<file path="src/rtl/data_out_encoder.sv">
// data_out_encoder
//   Serialises a 32-bit word into 1-4 bytes on an 8-bit valid/ready stream.
//   Each byte carries its lane index so the receiving byte-lane decoder can
//   rebuild the original word.
//
// Parameters
//   MSB_FIRST   0: lanes sent 0,1,2,3 ; 1: lanes sent 3,2,1,0
//
// Ports
//   clk         rising-edge clock
//   rst_n       asynchronous active-low reset
//   word_in     word to transmit, captured on the word handshake
//   num_bytes   byte count minus one, captured with word_in
//   word_valid  word_in/num_bytes valid
//   word_ready  block can accept a word (combinational from byte_ready)
//   byte_out    current byte
//   sel         lane index of byte_out within the captured word
//   byte_valid  byte_out/sel/last valid
//   byte_ready  downstream accepts the byte
//   last        byte_out is the final byte of the word
//   word_done   one-cycle pulse after the final byte is accepted
module data_out_encoder #(
    parameter bit MSB_FIRST = 1'b0
) (
    input  logic        clk,
    input  logic        rst_n,
    input  logic [31:0] word_in,
    input  logic [1:0]  num_bytes,
    input  logic        word_valid,
    output logic        word_ready,
    output logic [7:0]  byte_out,
    output logic [1:0]  sel,
    output logic        byte_valid,
    input  logic        byte_ready,
    output logic        last,
    output logic        word_done
);

    typedef enum logic {IDLE, SEND} state_t;

    localparam logic [1:0] SEL_INIT = MSB_FIRST ? 2'b11 : 2'b00;

    state_t      state;
    logic [31:0] word_reg;
    logic [1:0]  remaining;
    logic        word_hs;
    logic        byte_hs;
    logic [1:0]  sel_next;

    function automatic logic [7:0] lane_of(input logic [31:0] w, input logic [1:0] s);
        return w[{s, 3'b000} +: 8];
    endfunction

    // Accepting the next word in the same cycle as the final byte keeps the
    // byte stream gap-free across word boundaries.
    assign word_ready = (state == IDLE) || ((state == SEND) && last && byte_ready);
    assign word_hs    = word_valid && word_ready;
    assign byte_hs    = byte_valid && byte_ready;
    assign sel_next   = MSB_FIRST ? (sel - 2'd1) : (sel + 2'd1);

    always_ff @(posedge clk or negedge rst_n) begin
        if (!rst_n) begin
            state      <= IDLE;
            word_reg   <= 32'h0000_0000;
            remaining  <= 2'b00;
            byte_out   <= 8'h00;
            sel        <= 2'b00;
            byte_valid <= 1'b0;
            last       <= 1'b0;
            word_done  <= 1'b0;
        end else begin
            word_done <= byte_hs && last;
            if (word_hs) begin
                // Covers both a fresh word from IDLE and a back-to-back word
                // accepted alongside the final byte of the previous one.
                state      <= SEND;
                word_reg   <= word_in;
                remaining  <= num_bytes;
                sel        <= SEL_INIT;
                byte_out   <= lane_of(word_in, SEL_INIT);
                last       <= (num_bytes == 2'b00);
                byte_valid <= 1'b1;
            end else if (byte_hs) begin
                if (last) begin
                    state      <= IDLE;
                    byte_valid <= 1'b0;
                    last       <= 1'b0;
                end else begin
                    // remaining never underflows here: last is set once it hits 0
                    sel       <= sel_next;
                    byte_out  <= lane_of(word_reg, sel_next);
                    remaining <= remaining - 2'd1;
                    last      <= (remaining == 2'd1);
                end
            end
        end
    end

endmodule

</file>
<file path="config.mk">
export PLATFORM = sky130hd
export DESIGN_NAME = data_out_encoder
export DESIGN_NICKNAME = d
export VERILOG_FILES = /design/src/rtl/data_out_encoder.sv
export SDC_FILE = /design/constraint.sdc
export NUM_CORES = 1
export LEC_CHECK = 0
export BUFFER_PORTS_ARGS = -buffer_cell sky130_fd_sc_hd__buf_2
export CAP_MARGIN = 25
export CORE_MARGIN = 1.5
export CORE_UTILIZATION = 45
export CTS_CLUSTER_DIAMETER = 30
export CTS_CLUSTER_SIZE = 16
export DETAILED_ROUTE_END_ITERATION = 12
export GPL_TIMING_DRIVEN = 1
export PLACE_DENSITY = 0.78
export SLEW_MARGIN = 20
export SYNTH_ARGS = -nofsm -noshare
export SYNTH_HDL_FRONTEND = slang
export SYNTH_SLANG_ARGS = --single-unit
</file>
<file path="constraint.sdc">
create_clock -name clk -period 1.5 [get_ports clk]
set_clock_uncertainty 0.15 [all_clocks]
set_input_delay 0.225 -clock clk [delete_from_list [all_inputs] [get_ports clk]]
set_output_delay 0.225 -clock clk [all_outputs]
set_load 0.01 [all_outputs]
</file>
==> flow_summary.json <==
{
  "worstPathMaxFanout": 3,
  "path_cells": "buf_12 > mux4_2 > a221o_1",
  "synth_area_leaders": "dfrtp_1, mux2_1, mux4_2, mux4_1, buf_6",
  "start_kind": "register",
  "grt_util_met2": 0.298,
  "fp.dieW_microns": 71.5,
  "fmax_mhz": 638,
  "fin_nets": 288,
  "status": "complete, but fails checks",
  "port_buffers": 51,
  "vias_per_cell": 5.25,
  "cts.path.max_buffers": 2,
  "worstSetupPathType": "register to register",
  "hold_viol": 0,
  "die_area_sq_um": 5110,
  "netlist_instances": 155,
  "antenna_cells": 0,
  "combPwrFrac": 0.438,
  "hpwl_microns": 3140,
  "power.switching_uw": 1790,
  "wl_microns": 4730,
  "final.setup.worst_slack_ns": -0.0675,
  "overflow": 0,
  "final_antenna_net_count": 0,
  "grt_first_pass_wirelength_microns": 7720,
  "slew_viol_final": 0,
  "routedWlPerCell_microns": 15.7,
  "worst_ep_required_time_ns": 1.55,
  "p_clk_frac": 0.169,
  "syn2layout_area_growth_pct": 45.6,
  "cts.sinks": 47,
  "core_sq_um": 4440,
  "worst-slew-pin-transition_ns": 0.265,
  "path_buf_inv": 1,
  "clkLatencyLatePin_ns": 0.30,
  "intPower_uw": 4100,
  "endpoint_kind": "register",
  "synth_largest_area_cell": "dfrtp_1",
  "syn-num-nets": 194,
  "fin_crit_sh": 1.05,
  "start_util": 0.475,
  "clk_pin_slew_ns": 0.09,
  "max_stage_delay_ns": 0.48,
  "io_pins": 52,
  "place_ws_ns": -0.124,
  "drc": 2,
  "swShare": 0.304,
  "drt-pass1-iter-count": 10,
  "cts_tree": "done",
  "violations": "DRC, setup timing",
  "slew_headroom": 0.822,
  "htreeDepth": 2,
  "fillers": 310,
  "row_count": 24,
  "post-route-min-period_ns": 1.57,
  "syn_avg_cell_area_sq_um": 13.6,
  "grt_pass1_vias": 1621,
  "ys_types": 32,
  "grt_setup_unrepaired": "yes",
  "die_y_microns": 71.5,
  "antenna_found_initial": 0,
  "track_usage": 0.200,
  "cp_slowest_cell": "mux4_2",
  "busiest_layer": "met2",
  "p_per_area_nw_per_um2": 1910,
  "worstPathArrival_ns": 1.62,
  "ys_seq_elements": 47,
  "synth_top_area_frac": 0.557,
  "ir_drop_v": 0.000982,
  "ys_warn_count": 0,
  "numCtsBuffers": 5,
  "fin_area_sq_um": 3070,
  "power_leakage_uw": 0.00150,
  "finalSetupViolCount": 32,
  "synth.cell_area_sq_um": 2110,
  "max_cap_violations": 0,
  "use_met1": 0.277,
  "gp_congestion": 0.791,
  "dr.first_iter.drc_count": 91,
  "final_layout_size_suffix_gt1_frac": 0.488,
  "min_path_type": "input port to register",
  "synth.yosys.seq_area_share": 0.557,
  "grt_max_degree": 48,
  "cts_root_buf": "clkbuf_8",
  "vias": 1584,
  "pwr-share-seq": 0.393,
  "crit_family": "multiplexers",
  "met3_usage": 0.0408,
  "largest_register_ff_count": 32,
  "place_area_sq_um": 2630
}
## cells by family after synthesis
family,synth area share
flops,0.557
compound gates,0.0818
fa+ha+maj,0.00593
mux,0.224
simple gates,0.0800
buf+inv,0.0510
## worst paths after layout
check | start | to | slack, ns | depth (start not counted)
max in group asynchronous | rst_n | last | 0.67 | 3
min in group asynchronous | rst_n | word_reg[13] | 0.27 | 3
setup reg to reg | sel[1] | byte_out[6] | -0.07 | 3
setup / recovery | sel[1] | byte_out[6] | -0.07 | 3
hold / removal | word_in[1] | byte_out[1] | 0.02 | 2
hold reg to reg | word_reg[7] | word_reg[7] | 0.35 | 1
## routing by layer
layer	wire length, microns	up-vias
met5	0	-
met4	117	0
met3	228	9
met2	2150	57
met1	2240	767
li1	-	751
## cell type report
type,count,area (sq um),share of cell area
clock buffer,6,82.6,0.0269
clock inverter,2,38.8,0.0126
inverter,9,33.8,0.0110
multi-input combinational,90,930,0.302
sequential,47,1180,0.384
tap,52,65.1,0.0212
timing repair buffer,96,743,0.242
## placed cells by master, fill, tap and decap left out
cell type	instances
nand3_1	5
o21ai_1	5
or3_4	1
nand2_1	12
bufinv_16	1
and2_1	1
a21oi_2	2
o21ai_0	1
nor2_1	2
a221oi_2	1
buf_12	4
o22ai_1	1
inv_1	9
nand3b_1	1
and3b_2	1
a21o_1	3
a221o_1	5
a21oi_1	1
and3_1	4
nand2b_1	1
a21bo_1	1
and2_4	1
ha_1	1
clkbuf_8	6
o211ai_1	4
dfrtp_1	43
dfrtp_2	4
buf_2	48
mux2_4	25
dlygate4sd3_1	25
inv_6	1
and2_0	1
and4b_1	1
buf_4	11
buf_6	8
mux4_2	8
nor2b_1	1
## synthesized netlist by cell type
| cell type | instances |
|---|---|
| and2_0 | 1 |
| mux2_1 | 25 |
| and4b_1 | 1 |
| a21oi_1 | 3 |
| o211ai_1 | 4 |
| o21ai_1 | 5 |
| nand3_1 | 5 |
| ha_1 | 1 |
| o22ai_1 | 1 |
| nor2b_1 | 1 |
| mux4_2 | 5 |
| mux4_1 | 3 |
| nand2b_1 | 1 |
| nand2_1 | 12 |
| a221oi_1 | 1 |
| dfrtp_1 | 47 |
| a221o_1 | 5 |
| nor2_1 | 2 |
| and3b_1 | 1 |
| o21ai_0 | 1 |
| and3_1 | 4 |
| buf_6 | 5 |
| clkbuf_1 | 2 |
| or3_1 | 1 |
| a21bo_1 | 1 |
| inv_1 | 9 |
| a21o_1 | 3 |
| and2_1 | 1 |
| and2_4 | 1 |
| nand3b_1 | 1 |
| clkbuf_2 | 1 |
| buf_2 | 1 |
## power by group through the flow
stage,Clock (uW),Sequential [uW],Combinational (uW)
final,992,2310,2580
after global routing,1060,2380,2810
after CTS,1010,2300,2510
after detailed placement,0,2290,2340
after global placement,0,2280,2260
after floorplan,0,2230,1660
## timing repair
item | 4_1_cts | 5_1_grt
hold buffers | 23 | 2
endpoints found under the hold margin | 69 | 2
pin swaps | 2 | 2
setup endpoints to repair | 34 | 41
setup buffers | 2 | 1
resized for setup | 11 | 8
## through the flow
stage | utilization | TNS [ns] | hold WS [ns] | total power [uW] | std cells
2_1_floorplan | - | -1.14 | -0.221 | 3890 | 155
3_3_place_gp | 0.591 | -0.711 | 0.0725 | 4540 | 266
3_5_place_dp | 0.591 | -0.978 | 0.0749 | 4630 | 266
4_1_cts | 0.677 | -1.25 | 0.00332 | 5810 | 299
5_1_grt | 0.692 | -3.18 | 0.0175 | 6240 | 302
6_report | 0.692 | -1.07 | 0.0168 | 5880 | 302
Power figures use the tool's default switching activity.
